File: src/rtl/read_slave.sv
// -----------------------------------------------------------------------------
// read_slave
// Slave end of an AXI3-style read channel pair (AR in, R out). Read-address
// requests go into a small in-order queue. Each request is then returned as a
// burst of R beats from an internal word-addressed memory, using FIXED, INCR
// or WRAP addressing, with SLVERR on illegal or out-of-range beats. The memory
// is filled through a simple preload write port and is not cleared by reset.
//
// Parameters
//   BusWidth  data/address width in bits (4 byte lanes at 32)
//   tagbits   width of ARID/RID
//   MemDepth  number of BusWidth-bit memory words (power of 2)
//   QDepth    request queue entries (power of 2)
//
// Ports
//   ACLK, ARESETn            clock (rising edge), async active-low reset
//   mem_we/waddr/wdata       preload write port (word index)
//   ARID..ARVALID, ARREADY   read-address channel (ARLOCK/ARCACHE/ARPROT ignored)
//   RID..RVALID, RREADY      read-data channel
//
// Handshake: on both channels a transfer happens at a rising edge where
// VALID and READY are both high. A source that raises VALID keeps the payload
// stable until that edge. ARREADY depends only on the queue count. RVALID and
// the R payload are registers and never depend on RREADY combinationally.
// -----------------------------------------------------------------------------
module read_slave #(
   parameter int BusWidth = 32,
   parameter int tagbits  = 1,
   parameter int MemDepth = 64,
   parameter int QDepth   = 2
) (
   input  logic                        ACLK,
   input  logic                        ARESETn,
   input  logic                        mem_we,
   input  logic [$clog2(MemDepth)-1:0] mem_waddr,
   input  logic [BusWidth-1:0]         mem_wdata,
   input  logic [tagbits-1:0]          ARID,
   input  logic [BusWidth-1:0]         ARADDR,
   input  logic [3:0]                  ARLEN,
   input  logic [1:0]                  ARSIZE,
   input  logic [1:0]                  ARBURST,
   input  logic [1:0]                  ARLOCK,
   input  logic [3:0]                  ARCACHE,
   input  logic [2:0]                  ARPROT,
   input  logic                        ARVALID,
   output logic                        ARREADY,
   output logic [tagbits-1:0]          RID,
   output logic [BusWidth-1:0]         RDATA,
   output logic [1:0]                  RRESP,
   output logic                        RLAST,
   output logic                        RVALID,
   input  logic                        RREADY
);

   localparam int AW  = $clog2(MemDepth);
   localparam int QW  = (QDepth > 1) ? $clog2(QDepth) : 1;
   localparam int QCW = QW + 1;

   localparam logic [1:0] BURST_FIXED = 2'b00;
   localparam logic [1:0] BURST_INCR  = 2'b01;
   localparam logic [1:0] BURST_WRAP  = 2'b10;
   localparam logic [1:0] RESP_OKAY   = 2'b00;
   localparam logic [1:0] RESP_SLVERR = 2'b10;

   localparam logic [0:0] S_IDLE  = 1'b0;
   localparam logic [0:0] S_BURST = 1'b1;

   // Protection/cache/lock attributes carry no meaning for this memory.
   logic unused_attr;
   assign unused_attr = ^{ARLOCK, ARCACHE, ARPROT};

   // ---------------------------------------------------------------- storage
   logic [BusWidth-1:0] mem [MemDepth];

   logic [tagbits-1:0]  q_id    [QDepth];
   logic [BusWidth-1:0] q_addr  [QDepth];
   logic [3:0]          q_len   [QDepth];
   logic [1:0]          q_size  [QDepth];
   logic [1:0]          q_burst [QDepth];

   logic [QW-1:0]  wr_ptr;
   logic [QW-1:0]  rd_ptr;
   logic [QCW-1:0] q_count;

   // ------------------------------------------------------ burst registers
   logic [0:0]          state;
   logic [BusWidth-1:0] cur_addr;
   logic [3:0]          beats_left;
   logic [BusWidth-1:0] r_step;
   logic [BusWidth-1:0] r_mask;   // wrap container size minus one
   logic [1:0]          r_mode;   // addressing actually used (after error fallback)
   logic                r_err;    // whole-burst error (size/burst/wrap illegal)

   logic push;
   logic pop;

   assign ARREADY = (q_count != QCW'(QDepth));
   assign push    = ARVALID & ARREADY;
   assign pop     = (state == S_IDLE) && (q_count != '0);

   // ------------------------------------------------- queue head decode
   logic [BusWidth-1:0] h_addr;
   logic [3:0]          h_len;
   logic [1:0]          h_size;
   logic [1:0]          h_burst;
   logic [BusWidth-1:0] h_step;
   logic [BusWidth-1:0] h_mask;
   logic                h_len_ok;
   logic                h_aligned;
   logic [1:0]          h_mode;
   logic                h_err;

   always_comb begin
      h_addr    = q_addr[rd_ptr];
      h_len     = q_len[rd_ptr];
      h_size    = q_size[rd_ptr];
      h_burst   = q_burst[rd_ptr];
      h_step    = BusWidth'(1) << h_size;
      h_mask    = ((BusWidth'(h_len) + BusWidth'(1)) << h_size) - BusWidth'(1);
      h_len_ok  = (h_len == 4'd1) || (h_len == 4'd3) || (h_len == 4'd7) || (h_len == 4'd15);
      h_aligned = ((h_addr & (h_step - BusWidth'(1))) == '0);
      h_mode    = h_burst;
      h_err     = (h_size == 2'b11);
      // Illegal requests still get a full-length burst; only the addressing
      // falls back to something well defined.
      if (h_burst == 2'b11) begin
         h_mode = BURST_FIXED;
         h_err  = 1'b1;
      end else if ((h_burst == BURST_WRAP) && (!h_len_ok || !h_aligned)) begin
         h_mode = BURST_INCR;
         h_err  = 1'b1;
      end
   end

   // ------------------------------------------------ next beat address
   logic [BusWidth-1:0] inc_addr;
   logic [BusWidth-1:0] nxt_addr;

   always_comb begin
      inc_addr = cur_addr + r_step;
      case (r_mode)
         BURST_FIXED: nxt_addr = cur_addr;
         // The container is aligned to its own size, so the upper bits of the
         // current address are the wrap base.
         BURST_WRAP:  nxt_addr = (cur_addr & ~r_mask) | (inc_addr & r_mask);
         default:     nxt_addr = inc_addr;
      endcase
   end

   // -------------------------------------------- beat data/response load
   logic [BusWidth-1:0] ld_addr;
   logic                ld_bad;
   logic [BusWidth-1:0] ld_data;
   logic [1:0]          ld_resp;

   always_comb begin
      if (state == S_IDLE) begin
         ld_addr = h_addr;
         ld_bad  = h_err;
      end else begin
         ld_addr = nxt_addr;
         ld_bad  = r_err;
      end
      // Any byte address at or above MemDepth*4 is outside the memory.
      if ((ld_addr >> (AW + 2)) != '0) begin
         ld_bad = 1'b1;
      end
      // The read is combinational from the array, so a preload write in the
      // same cycle lands after the beat has captured the old word.
      ld_data = ld_bad ? '0 : mem[ld_addr[AW+1:2]];
      ld_resp = ld_bad ? RESP_SLVERR : RESP_OKAY;
   end

   // ------------------------------------------------------- storage writes
   always_ff @(posedge ACLK) begin
      if (mem_we) begin
         mem[mem_waddr] <= mem_wdata;
      end
   end

   always_ff @(posedge ACLK) begin
      if (push) begin
         q_id[wr_ptr]    <= ARID;
         q_addr[wr_ptr]  <= ARADDR;
         q_len[wr_ptr]   <= ARLEN;
         q_size[wr_ptr]  <= ARSIZE;
         q_burst[wr_ptr] <= ARBURST;
      end
   end

   // --------------------------------------------------- control and R FSM
   always_ff @(posedge ACLK or negedge ARESETn) begin
      if (!ARESETn) begin
         state      <= S_IDLE;
         wr_ptr     <= '0;
         rd_ptr     <= '0;
         q_count    <= '0;
         cur_addr   <= '0;
         beats_left <= '0;
         r_step     <= '0;
         r_mask     <= '0;
         r_mode     <= BURST_FIXED;
         r_err      <= 1'b0;
         RID        <= '0;
         RDATA      <= '0;
         RRESP      <= RESP_OKAY;
         RLAST      <= 1'b0;
         RVALID     <= 1'b0;
      end else begin
         if (push) begin
            wr_ptr <= wr_ptr + 1'b1;
         end
         if (pop) begin
            rd_ptr <= rd_ptr + 1'b1;
         end
         case ({push, pop})
            2'b10:   q_count <= q_count + 1'b1;
            2'b01:   q_count <= q_count - 1'b1;
            default: q_count <= q_count;
         endcase

         case (state)
            S_IDLE: begin
               if (pop) begin
                  cur_addr   <= h_addr;
                  beats_left <= h_len;
                  r_step     <= h_step;
                  r_mask     <= h_mask;
                  r_mode     <= h_mode;
                  r_err      <= h_err;
                  RID        <= q_id[rd_ptr];
                  RDATA      <= ld_data;
                  RRESP      <= ld_resp;
                  RVALID     <= 1'b1;
                  RLAST      <= (h_len == 4'd0);
                  state      <= S_BURST;
               end
            end
            S_BURST: begin
               if (RVALID && RREADY) begin
                  if (!RLAST) begin
                     cur_addr   <= nxt_addr;
                     beats_left <= beats_left - 4'd1;
                     RDATA      <= ld_data;
                     RRESP      <= ld_resp;
                     RLAST      <= (beats_left == 4'd1);
                  end else begin
                     RVALID <= 1'b0;
                     RLAST  <= 1'b0;
                     state  <= S_IDLE;
                  end
               end
            end
            default: state <= S_IDLE;
         endcase
      end
   end

endmodule

File: config.mk
export PLATFORM = sky130hd
export DESIGN_NAME = read_slave
export DESIGN_NICKNAME = d
export VERILOG_FILES = /design/src/rtl/read_slave.sv
export SDC_FILE = /design/constraint.sdc
export NUM_CORES = 2
export LEC_CHECK = 0
export CORE_MARGIN = 8
export CORE_UTILIZATION = 30
export CTS_CLUSTER_SIZE = 24
export DETAILED_ROUTE_END_ITERATION = 8
export PLACE_DENSITY = 0.41
export REMOVE_ABC_BUFFERS = 1
export SYNTH_ARGS = -nofsm -noshare
export SYNTH_HDL_FRONTEND = slang
export SYNTH_SLANG_ARGS = --single-unit
File: constraint.sdc
create_clock -name ACLK -period 4.8 [get_ports ACLK]
set_clock_uncertainty 0.1 [all_clocks]
set_input_delay 0.96 -clock ACLK [delete_from_list [all_inputs] [get_ports ACLK]]
set_output_delay 0.96 -clock ACLK [all_outputs]
set_load 0.02 [all_outputs]
Word-level counts from Yosys, hierarchy flattened --
Memory sizes are Yosys's and may differ from the RTL's. A register that Yosys moved wholly into a read port is not among the register bits. Cells that the tools add are included.
Cells by class: add/subtract/negate cells 9, equal/unequal tests 16, shift operators 2, muxes and demuxes 43, bitwise gates (word level) 7, reduce and logical (&&, ||, !) cells 20
Operator list (count):
- 2-to-1 mux 32 bit | 8
- one-hot mux 32 bit (2 select lines) | 3
- AND 32 bit | 3
- subtractor 32 x 1 -> 32 bit (second input constant) | 2
- adder 32 bit | 1
- zero test 32 bit | 1
- NOT 32 bit | 1
- OR 32 bit | 1
- nonzero test 32 bit | 1
- left shift 1 x 2 -> 32 bit (first input constant) | 1
- left shift 5 x 2 -> 32 bit | 1
- 2-to-1 mux 1 bit | 17
- 2-to-1 mux 2 bit | 6
- 2-to-1 mux 4 bit | 3
- == test 2 bit (second input constant) | 5
- == test 4 x 1 -> 1 bit (second input constant) | 2
- inequality test 2 bit (second input constant) | 4
- one-hot mux 2 bit (2 select lines) | 2
- one-hot mux 4 bit (2 select lines) | 1
- one-hot mux 1 bit (2 select lines) | 3
- AND reduction 3 bit | 2
- adder 4 x 1 -> 5 bit (second input constant) | 1
- == test 4 x 2 -> 1 bit (second input constant) | 1
- == test 4 x 3 -> 1 bit (second input constant) | 1
- other kinds (16) | 26
Word-level totals: bits in registers 144, RAM bits 2130, bits of input ports 93, output and inout port bits 38, logic and storage cells 117, memories kept 6
Memory list:
- mem | words 64, bits a word 32, rd ports 1, clocked after Yosys merged registers in 0, write ports 1, RTL line 73 | logic [BusWidth-1:0] mem [MemDepth];
- q_addr | words 2, bits a word 32, rd ports 1, clocked after Yosys merged registers in 0, write ports 1, RTL line 76 | logic [BusWidth-1:0] q_addr [QDepth];
- q_len | words 2, bits a word 4, rd ports 1, clocked after Yosys merged registers in 0, write ports 1, RTL line 77 | logic [3:0] q_len [QDepth];
- q_burst | words 2, bits a word 2, rd ports 1, clocked after Yosys merged registers in 0, write ports 1, RTL line 79 | logic [1:0] q_burst [QDepth];
- q_size | words 2, bits a word 2, rd ports 1, clocked after Yosys merged registers in 0, write ports 1, RTL line 78 | logic [1:0] q_size [QDepth];
- q_id | words 2, bits a word 1, rd ports 1, clocked after Yosys merged registers in 1, write ports 1, RTL line 75 | logic [tagbits-1:0] q_id [QDepth];

Depth between registers and ports, before layout --
An unclocked memory read counts as a cell.
depth after elaboration 16, depth in mapped cells 18, depth with buffers taken out 14

Least setup slack after synthesis --
Ideal clock, no wire load.
path kind in2reg, from in mem_waddr[5], to mem mem[48][0], enable pin, setup time 0.461 ns, arrival time 3.845 ns, required time 4.239 ns, path slack 0.394 ns, stages on the path 4, path buffers 1, cells stage by stage clkbuf_1 -> nand3_1 -> or3_1 -> nor3_1
RTL lines:
- start, declared | RTL line 35 | input logic [$clog2(MemDepth)-1:0] mem_waddr,
- end, declared | RTL line 73
No word-level cell before the write port.

Worst setup path after layout --
from reg r_step[0], to reg RDATA[24]
On the way: cells in the longest elaborated chain, start to end 11, elaborated cells between the ends (all ways) 13, classes of those cells add/sub (1); mux (8); bitwise (2); reduce/logical (1); memory (1)
RTL lines:
- start, declared | RTL line 89 | logic [BusWidth-1:0] r_step;
- start signal, assigned | RTL line 227 | r_step <= h_step;
- adder 32 bit * | RTL line 140 | inc_addr = cur_addr + r_step;
- AND 32 bit | RTL line 145 | BURST_WRAP: nxt_addr = (cur_addr & ~r_mask) | (inc_addr & r_mask);
- OR 32 bit | RTL line 145
- one-hot mux 32 bit (2 select lines) * | RTL line 141 | case (r_mode)
- 2-to-1 mux 32 bit * | RTL line 157 | if (state == S_IDLE) begin
- parallel branches: the longest is 2 deep, another holds memory (64 x 32 bit)
- 2-to-1 mux 32 bit * | RTL line 170 | ld_data = ld_bad ? '0 : mem[ld_addr[AW+1:2]];
- 2-to-1 mux 32 bit | RTL line 241 | if (!RLAST) begin
- 2-to-1 mux 32 bit | RTL line 240 | if (RVALID && RREADY) begin
- one-hot mux 32 bit (2 select lines) * | RTL line 222 | case (state)
- end signal, assigned | RTL line 232 | RDATA <= ld_data;
- end signal, assigned | RTL line 244 | RDATA <= ld_data;
- end, declared | RTL line 48 | output logic [BusWidth-1:0] RDATA,
Every way passes the cells marked *. The select of a mux whose other input is x is not followed. A chain may end at the register's enable or synchronous reset.

==> impl_metrics.yaml <==
clock_network:
  clkTransAtPathRegs_ns: 0.06
  cts_tree: "yes"
  cts_max_path_buffers: 4
  clockRootBuffer: "clkbuf_16"
  cts_buffers: 246
  hold_buffers: 0
  clk_latency_ns: 0.85
  cts_htree_levels: 4
  cts_sinks: 2229
power:
  power_mw: 61.5
  p_switching_mw: 20.3
  power.density_nw_per_um2: 588
  p_sw_share_pct: 33.0
  intPower_mw: 41.2
  clock_power_share_pct: 28.8
  irDropWorstVdd_uv: 538
  leakagePower_nw: 32.6
  p_seq_share_pct: 36.0
  p_comb_share_pct: 35.1
synthesis:
  synthCells: 4847
  yosysWarningCount: 0
  synth_edf_count: 2130
  synth.avg_cell_area_sq_um: 18.3
  synth_cell_types: 68
  synthArstFlopShare_pct: 4.44
  netlist_area_sq_um: 88500
  synth-seq-cells: 2229
  synth_ff_type: "edfxtp_1"
  seq_area_frac_synth_pct: 75.0
worst_setup_path:
  cp_max_fo: 26
  timing.rr.end: "RDATA[24]$_DFFE_PN0P_"
  r2r_slack_ns: 0.20
  crit_end: "RDATA[24]$_DFFE_PN0P_"
  critPathLaunchType: "register"
  end_kind: "register"
  path_class: "reg2reg"
  r2r_start: "r_step[0]$_DFFE_PN0P_"
  worst_ep_required_time_ns: 5.48
  worstPathArrival_ns: 5.28
  crit_start: "r_step[0]$_DFFE_PN0P_"
  reg2reg_depth: 16
placed_design:
  hpwlAfterDp_mm: 153
  io_buffers: 120
  pre_cts_slack_ns: -0.206
  gp_congestion: 0.755
outcome:
  outcome: "finished clean"
route:
  vias_per_cell: 5.05
  vias: 47200
  routedWlPerCell_microns: 28.1
  drt_iter0_markers: 3712
  drc: 0
  drt-pass1-iter-count: 5
  routed_wl_mm: 262
  final_antenna_net_count: 0
sta:
  fmax_mhz: 217
  hold_violations: 0
  slew-limit-headroom_pct: 21.1
  finalCritPeriodShare_pct: 95.9
  finalMaxSlewViolations: 0
  setup_viol: 0
  setup_ws_ns: 0.198
  rsz0062_at_grt: "no"
  fin_crit_ns: 4.60
  worst_slew_pin_slew_ns: 1.18
finish:
  syn_to_final_growth_pct: 18.1
  fin_nets: 5323
  final_core_util_pct: 35.6
  drive_above_1_share_pct: 23.3
  final_common_cell: "edfxtp_1"
  final_cell_mix: "edfxtp_1, o211ai_1, mux4_2"
  final-seq-area_sq_um: 66400
  multi_input_area_sq_um: 20400
  fillers: 27600
floorplan:
  ios: 131
  dieArea_sq_um: 313000
  core_area_sq_um: 294000
  std_cell_rows: 199
  start_util_pct: 30.1
  die_y_microns: 559
  die_w_microns: 559
min_path:
  hold_class: "in2async"
global_route:
  grtUsageTotal_pct: 16.3
  grt_max_degree: 116
  grt_overflow_total: 0
  antenna_found_initial: 23
  grt_pass1_wl_mm: 373
  grt_pass1_vias: 48700
run:
  max_cap_violations: 0
[worst min-delay path by stage]
stage               slack (ns)              startpoint  depth (start not counted)                     end
floorplan                 0.35  r_mask[23]$_DFFE_PN0P_                          2  r_mask[23]$_DFFE_PN0P_
global placement          0.36  r_mask[28]$_DFFE_PN0P_                          2  r_mask[28]$_DFFE_PN0P_
detailed placement        0.37  r_mask[28]$_DFFE_PN0P_                          2  r_mask[28]$_DFFE_PN0P_
CTS                       0.05                 ARESETn                          1      wr_ptr$_DFFE_PN0P_
global route              0.08                 ARESETn                          1      wr_ptr$_DFFE_PN0P_
finish                    0.06                 ARESETn                          1      wr_ptr$_DFFE_PN0P_
[through the flow]
| stage | setup TNS (ns) | instance area (sq um) | cells | hold slack, ns |
|---|---|---|---|---|
| floorplan | -939.89 | 87000 | 4504 | 0.346 |
| global placement | -0.266 | 97000 | 8882 | 0.360 |
| detailed placement | -0.235 | 97000 | 8882 | 0.369 |
| CTS | 0 | 104000 | 9330 | 0.0470 |
| global route | 0 | 105000 | 9339 | 0.0846 |
| finish | 0 | 105000 | 9346 | 0.0613 |
[cell usage after synthesis (all sizes together) (40+ instances only)]
library cell / count / area, sq um
a21oi: 108 / 541
a22oi: 159 / 1190
a31oi: 40 / 250
buf: 147 / 817
clkbuf: 196 / 736
dfrtp: 99 / 2480
edfxtp: 2130 / 64000
inv: 209 / 785
mux2: 217 / 2440
mux4: 318 / 7160
nand2: 136 / 510
nor2: 94 / 355
nor4: 42 / 275
o211ai: 587 / 4410
o21ai: 92 / 460
[layout make-up]
cell class,instances,area share (%)
Antenna cell,10,0.0239
Clock buffer,349,6.41
Clock inverter,99,0.699
Inverter,209,0.757
Multi-Input combinational cell,2066,19.5
Sequential cell,2229,63.5
Tap cell,3919,4.69
Timing Repair Buffer,465,4.35
[power by group through the flow]
| stage | Clock (mW) | Combinational, mW | Sequential [mW] |
|---|---|---|---|
| after floorplan | 0 | 8.16 | 22.6 |
| after global placement | 0 | 22.0 | 22.5 |
| after detailed placement | 0 | 22.0 | 22.6 |
| after CTS | 18.2 | 22.0 | 22.2 |
| after global routing | 18.9 | 23.3 | 22.2 |
| final | 17.7 | 21.6 | 22.2 |
[sequential cells by signal, summed over array words and instances (netlist names), 8 cells and up]
name,flops
RDATA,32
cur_addr,32
mem,2048
q_addr,64
q_len,8
r_mask,15
[cells by family after synthesis]
group                      after synthesis  synth area share (%)
DFF                                   2229                  75.0
xor gates and xnor gates                41                 0.406
buffers and inverters                  552                  2.64
AOI/OAI and AO/OA                     1061                  8.46
other                                    1               0.00424
and+or+nand+nor                        390                  2.11
adders and majority gates               13                 0.192
muxes                                  560                  11.1
[worst max-delay path, cell delays in order (launching register included)]
cell,delay (ns)
dfrtp_1,0.35
ha_1,0.21
inv_1,0.07
fa_1,0.39
nand2b_1,0.22
a211oi_4,0.34
xor2_4,0.22
o21a_4,0.34
buf_12,0.26
buf_12,0.20
buf_12,0.21
mux4_2,0.33
a22oi_1,0.31
a21oi_1,0.18
nor4_1,0.42
buf_4,0.24
o21ai_1,0.06
[layer usage]
layer | track usage, % | wire (microns) | share of wire, %
met1 | 22.3 | 118000 | 45
met2 | 27.1 | 126000 | 48
met3 | 2.71 | 11600 | 4.4
met4 | 4.07 | 6640 | 2.5
met5 | 0 | 0 | 0
[timing repair]
item	in CTS	in global routing
setup buffers	0	6
resized for setup	1	5
endpoints found under the setup margin	1	6
pin swaps	0	0
gates cloned	0	0
(Power assumes the default switching activity.)
